File: src/rtl/col_pe_pkg.sv
// Shared types and constants for the col_pe engine and the arbiter that feeds it.
package col_pe_pkg;

   typedef enum logic [1:0] {
      ARB_IDLE   = 2'd0,
      ARB_STREAM = 2'd1,
      ARB_DRAIN  = 2'd2
   } arb_state_t;

   localparam int ADD_STAGES   = 3;
   localparam int DEF_DATA_W   = 8;
   localparam int DEF_KERNEL_H = 7;

endpackage

File: src/rtl/rr_pick.sv
// Combinational round-robin picker: first set request at or after i_ptr, wrapping modulo N.
module rr_pick #(
   parameter  int N  = 3,
   localparam int IW = (N > 1) ? $clog2(N) : 1
) (
   input  logic [N-1:0]  i_req,
   input  logic [IW-1:0] i_ptr,
   output logic [N-1:0]  o_grant,
   output logic [IW-1:0] o_idx
);

   // Scan from farthest to nearest so the closest candidate to the pointer is written last.
   always_comb begin : pick
      logic [IW-1:0] w_pos;
      w_pos   = '0;
      o_grant = '0;
      o_idx   = '0;
      for (int k = N - 1; k >= 0; k--) begin
         w_pos = IW'((int'(i_ptr) + k) % N);
         if (i_req[w_pos]) begin
            o_grant        = '0;
            o_grant[w_pos] = 1'b1;
            o_idx          = w_pos;
         end
      end
   end

endmodule

File: src/rtl/col_pe_arbiter.sv
// Packet-level round-robin arbiter sharing one col_pe engine between N_REQ streams;
// ownership is held until the owner's results have drained so flushes never mix streams.
module col_pe_arbiter
   import col_pe_pkg::*;
#(
   parameter  int N_REQ      = 3,
   parameter  int DATA_W     = DEF_DATA_W,
   parameter  int KERNEL_H   = DEF_KERNEL_H,
   parameter  int CNT_W      = 16,
   parameter  int DRAIN_IDLE = 4,
   localparam int OW         = $clog2(N_REQ),
   localparam int VW         = KERNEL_H * DATA_W
) (
   input  logic                  i_clk,
   input  logic                  i_rst_n,
   input  logic [N_REQ-1:0]      i_req_vld,
   input  logic [N_REQ-1:0]      i_req_eof,
   input  logic [N_REQ*VW-1:0]   i_req_data,
   output logic [N_REQ-1:0]      o_req_rdy,
   output logic                  o_pe_vld,
   output logic                  o_pe_eof,
   output logic [VW-1:0]         o_pe_data,
   input  logic                  i_pe_rdy,
   input  logic                  i_pe_vld,
   input  logic [DATA_W-1:0]     i_pe_data,
   output logic                  o_pe_rdy,
   output logic [N_REQ-1:0]      o_rsp_vld,
   output logic [DATA_W-1:0]     o_rsp_data,
   input  logic [N_REQ-1:0]      i_rsp_rdy,
   output logic                  o_busy,
   output logic [OW-1:0]         o_owner
);

   localparam logic [CNT_W-1:0] CNT_MAX = '1;

   arb_state_t       r_state;
   logic [OW-1:0]    r_owner;
   logic [OW-1:0]    r_prio;
   logic [CNT_W-1:0] r_in_cnt;
   logic [CNT_W-1:0] r_out_cnt;
   logic [CNT_W-1:0] r_idle_cnt;

   logic [N_REQ-1:0] w_grant;
   logic [OW-1:0]    w_pick_idx;
   logic [VW-1:0]    w_lane [N_REQ];
   logic             w_stream;
   logic             w_active;
   logic             w_in_hs;
   logic             w_out_hs;
   logic             w_done;
   logic [CNT_W-1:0] w_in_next;
   logic [CNT_W-1:0] w_out_next;
   logic [CNT_W-1:0] w_idle_next;

   rr_pick #(.N(N_REQ)) u_pick (
      .i_req   (i_req_vld),
      .i_ptr   (r_prio),
      .o_grant (w_grant),
      .o_idx   (w_pick_idx)
   );

   for (genvar gi = 0; gi < N_REQ; gi++) begin : g_lane
      assign w_lane[gi] = i_req_data[gi*VW +: VW];
   end

   assign w_stream   = (r_state == ARB_STREAM);
   assign w_active   = (r_state != ARB_IDLE);

   assign o_pe_vld   = w_stream & i_req_vld[r_owner];
   assign o_pe_eof   = w_stream & i_req_eof[r_owner];
   assign o_pe_data  = w_lane[r_owner];
   assign o_rsp_data = i_pe_data;
   // Outside a packet the engine is always drained so stray results are dropped.
   assign o_pe_rdy   = w_active ? i_rsp_rdy[r_owner] : 1'b1;
   assign o_busy     = w_active;
   assign o_owner    = r_owner;

   assign w_in_hs    = o_pe_vld & i_pe_rdy;
   assign w_out_hs   = w_active & i_pe_vld & i_rsp_rdy[r_owner];

   always_comb begin
      o_req_rdy = '0;
      o_rsp_vld = '0;
      if (w_stream) o_req_rdy[r_owner] = i_pe_rdy;
      if (w_active) o_rsp_vld[r_owner] = i_pe_vld;
   end

   assign w_in_next   = (w_in_hs  && r_in_cnt  != CNT_MAX) ? r_in_cnt  + 1'b1 : r_in_cnt;
   assign w_out_next  = (w_out_hs && r_out_cnt != CNT_MAX) ? r_out_cnt + 1'b1 : r_out_cnt;
   assign w_idle_next = i_pe_vld ? '0 :
                        ((r_idle_cnt != CNT_MAX) ? r_idle_cnt + 1'b1 : r_idle_cnt);

   // Timeout path also covers packets shorter than the engine fill depth, whose results never appear.
   assign w_done = (w_out_next >= r_in_cnt) || (w_idle_next >= CNT_W'(DRAIN_IDLE));

   always_ff @(posedge i_clk or negedge i_rst_n) begin
      if (!i_rst_n) begin
         r_state    <= ARB_IDLE;
         r_owner    <= '0;
         r_prio     <= '0;
         r_in_cnt   <= '0;
         r_out_cnt  <= '0;
         r_idle_cnt <= '0;
      end else begin
         case (r_state)
            ARB_IDLE: begin
               if (|w_grant) begin
                  r_owner    <= w_pick_idx;
                  r_in_cnt   <= '0;
                  r_out_cnt  <= '0;
                  r_idle_cnt <= '0;
                  r_state    <= ARB_STREAM;
               end
            end
            ARB_STREAM: begin
               r_in_cnt  <= w_in_next;
               r_out_cnt <= w_out_next;
               if (w_in_hs && i_req_eof[r_owner]) r_state <= ARB_DRAIN;
            end
            ARB_DRAIN: begin
               r_out_cnt  <= w_out_next;
               r_idle_cnt <= w_idle_next;
               if (w_done) begin
                  r_state <= ARB_IDLE;
                  r_prio  <= (r_owner == OW'(N_REQ - 1)) ? '0 : r_owner + 1'b1;
               end
            end
            default: r_state <= ARB_IDLE;
         endcase
      end
   end

endmodule
File: config.mk
export PLATFORM = sky130hd
export DESIGN_NAME = col_pe_arbiter
export DESIGN_NICKNAME = d
export VERILOG_FILES = /design/src/rtl/col_pe_pkg.sv /design/src/rtl/rr_pick.sv /design/src/rtl/col_pe_arbiter.sv
export SDC_FILE = /design/constraint.sdc
export NUM_CORES = 1
export LEC_CHECK = 0
export ABC_AREA = 1
export CORE_ASPECT_RATIO = 0.8
export CORE_MARGIN = 2
export CORE_UTILIZATION = 45
export DETAILED_ROUTE_END_ITERATION = 10
export PLACE_DENSITY = 0.95
export SYNTH_ARGS = -nofsm -noshare
export SYNTH_HDL_FRONTEND = slang
export SYNTH_SLANG_ARGS = --single-unit
File: constraint.sdc
create_clock -name i_clk -period 7.1 [get_ports i_clk]
set_input_delay 1.42 -clock i_clk [delete_from_list [all_inputs] [get_ports i_clk]]
set_output_delay 1.42 -clock i_clk [all_outputs]
set_load 0.01 [all_outputs]
==> reports/metrics.cfg <==
[outcome]
status = completed

[yosys]
syn-num-nets = 1082
synthCells = 867
netlist_area_sq_um = 5350
synth_common_cells = nand2_1 (306), nand3_1 (126), inv_1 (82)
synth_cell_types = 36
yosysTopAreaCell = dfrtp_1
yosys.area.top_type_share_pct = 25.3
synthArstFlopShare_pct = 100
synth.most_common_cell = nand2_1
syn_avg_cell_area_sq_um = 6.17
ys_seq_elements = 54
synth-edff-count = 0
ys_seq_area_share_pct = 25.3
synth_ff_type = dfrtp_1
synth_area_leaders = dfrtp_1 (25%), nand2_1 (21%), nand3_1 (12%)
synth-warning-count = 0

[drt]
postRouteAntennaNets = 0
drc = 0
drtIter0Drc = 881
wl_per_cell_um = 18.8
vias_per_cell = 5.55
dr_total_vias = 6880
dr.pass1.iters = 5
wl_mm = 23.3

[timing]
slew_viol_final = 0
setup_viol = 0
fin_crit_ns = 5.12
rsz0062_at_grt = false
tightest_slew_ns = 0.888
finalHoldViolations = 0
fin_worst_skew_ns = 0.0147
setup_tns_ns = 0
max_freq_mhz = 195
min_period_over_period_pct = 72.1
relSlewSlack_pct = 40.8

[clock_tree]
cts-root-buf = clkbuf_16
cts_setup_buffers = 0
cts_buffer_depth = 2
htreeDepth = 2
clk_pin_slew_worst_paths_ns = 0.06
cts_tree = yes
numClockSinks = 54
holdBufCountCts = 0
clock_latency_ns = 0.30
cts-resized-gates = 0
cts_buffers = 5

[final_layout]
drive_gt1_share_pct = 4.87
fillers = 984
num-nets-final = 1302
postLayoutCoreUtil_pct = 69.2
syn_to_final_growth_pct = 49.6
design_area_sq_um = 8000

[worst_setup_path]
path_max_fanout = 23
critical_path_class = in -> reg
worstPathArrival_ns = 5.35
required_ns = 7.33
start_kind = input port
crit_path_end_kind = register

[power_and_ir_drop]
sequentialPowerShare_pct = 15.0
power_density_nw_per_um2 = 333
p_sw_share_pct = 52.3
power_frac_comb_pct = 75.0
power.internal_mw = 1.27
ir_drop_mv = 0.239
p_clk_share_pct = 10.0
p_switching_mw = 1.39
leakagePower_nw = 3.54

[floorplan]
die_area_sq_um = 12800
num_rows = 35
ioPinCount = 265
die_w_um = 126
start_util_pct = 46.3
dieHeight_um = 102
core_area_sq_um = 11600

[global_route]
first_global_vias = 6369
grt_max_degree = 58
grt_pass1_wl_mm = 34.1
globalRouteOverflowTotal = 0
antenna_found_initial = 4
gr-usage-all-layers_pct = 34.5

[placed_design]
hpwl_mm = 18.9
placed_area_sq_um = 7840
gp_congestion = 1.02
io_buffers = 248

[job]
drv_cap = 0

[min_path]
hold_path_class = reg -> reg

area by class of cell:
type                       instances  area (sq um)  share of cell area, %
clock buffer                       6           139                   1.74
sequential                        54          1350                   16.9
inverter                          91           342                   4.27
tap                              148           185                   2.31
antenna                            4          10.0                  0.125
multi-input combinational        683          3450                   43.1
clock inverter                     2          17.5                  0.219
timing repair buffer             252          2510                   31.3
routing by layer:
metal / routed length (um) / GRT usage [%] / vias to the layer above
met5: 0 / 0 / -
met1: 8540 / 40.8 / 3152
li1: - / - / 3264
met4: 2180 / 28.5 / 0
met2: 10900 / 56.4 / 383
met3: 1670 / 5.18 / 81
per-stage QoR:
stage / instances / power (mW) / setup WS, ns / hold WS (ns)
6_report: 1240 / 2.66 / 1.98 / 0.522
5_1_grt: 1240 / 2.81 / 1.76 / 0.546
4_1_cts: 1236 / 2.64 / 2.12 / 0.514
3_5_place_dp: 1228 / 2.36 / 1.91 / 0.498
3_3_place_gp: 1228 / 2.34 / 2.10 / 0.497
2_1_floorplan: 867 / 1.47 / 3.65 / 0.467
cell families (layout without fill, tap and decap cells):
logic type               after synthesis  after routing  share of synthesized area, %
AO/OA/AOI/OAI                        100            100                          11.1
XOR/XNOR                              25             25                          4.09
adder cells (fa/ha/maj)               26             26                          6.08
buffers and inverters                130            351                          10.3
flip-flops                            54             54                          25.3
other                                  0              4                             0
AND/OR/NAND/NOR                      532            532                          43.1
path summary, 6_finish.rpt:
path                                         from  slack, ns                        end  cells past startpoint
setup / recovery                         i_pe_vld       1.98     r_state[1]$_DFFE_PN0P_                     19
hold / removal             r_state[1]$_DFFE_PN0P_       0.52     r_state[1]$_DFFE_PN0P_                      2
max in group asynchronous                 i_rst_n       5.36  r_idle_cnt[1]$_DFFE_PN0P_                      2
setup reg to reg           o_owner[0]$_DFFE_PN0P_       2.48     r_state[1]$_DFFE_PN0P_                     21
hold reg to reg            r_state[1]$_DFFE_PN0P_       0.52     r_state[1]$_DFFE_PN0P_                      2
min in group asynchronous                 i_rst_n       1.26  r_out_cnt[11]$_DFFE_PN0P_                      2
worst max-delay path, stage by stage:
cell,delay [ns]
clkdlybuf4s50_1,0.58
inv_1,0.27
nor2_1,0.24
nand2_1,0.11
nor2_2,0.68
nand2_1,0.24
o21ai_0,0.24
nand2_1,0.11
inv_1,0.08
ha_1,0.24
a21oi_1,0.16
o21ai_0,0.10
a21oi_1,0.13
nand2_1,0.07
a21oi_1,0.25
nand4_2,0.18
nand2_1,0.15
nand2_1,0.06
nand2_1,0.05
layout by cell type, fill, tap and decap left out, types with 5 or more instances in the layout:
cell             instances
clkbuf_16                5
nor3_1                   7
inv_1                   81
inv_2                   10
o22ai_1                 10
o31ai_1                  5
nor2_1                  53
clkdlybuf4s50_1        247
o21ai_0                 39
nand3_1                126
nand4_1                 18
a21oi_1                 17
nor4_1                   5
o21ai_2                 11
xor2_1                  25
o21ai_1                 10
ha_1                    26
dfrtp_1                 54
nand2_1                306
power groups by stage:
stage,combinational (mW),clock (mW),sequential [mW]
floorplan,1.08,0,0.392
global placement,1.94,0,0.402
detailed placement,1.96,0,0.404
CTS,1.98,0.264,0.398
global route,2.13,0.277,0.404
finish,2.00,0.265,0.401
sequential cells by signal, summed over array words and instances, names as in the netlist:
name,count
r_idle_cnt,16
r_in_cnt,16
r_out_cnt,16
o_owner,2
r_prio,2
r_state,2
Power figures use the tool's default switching activity.
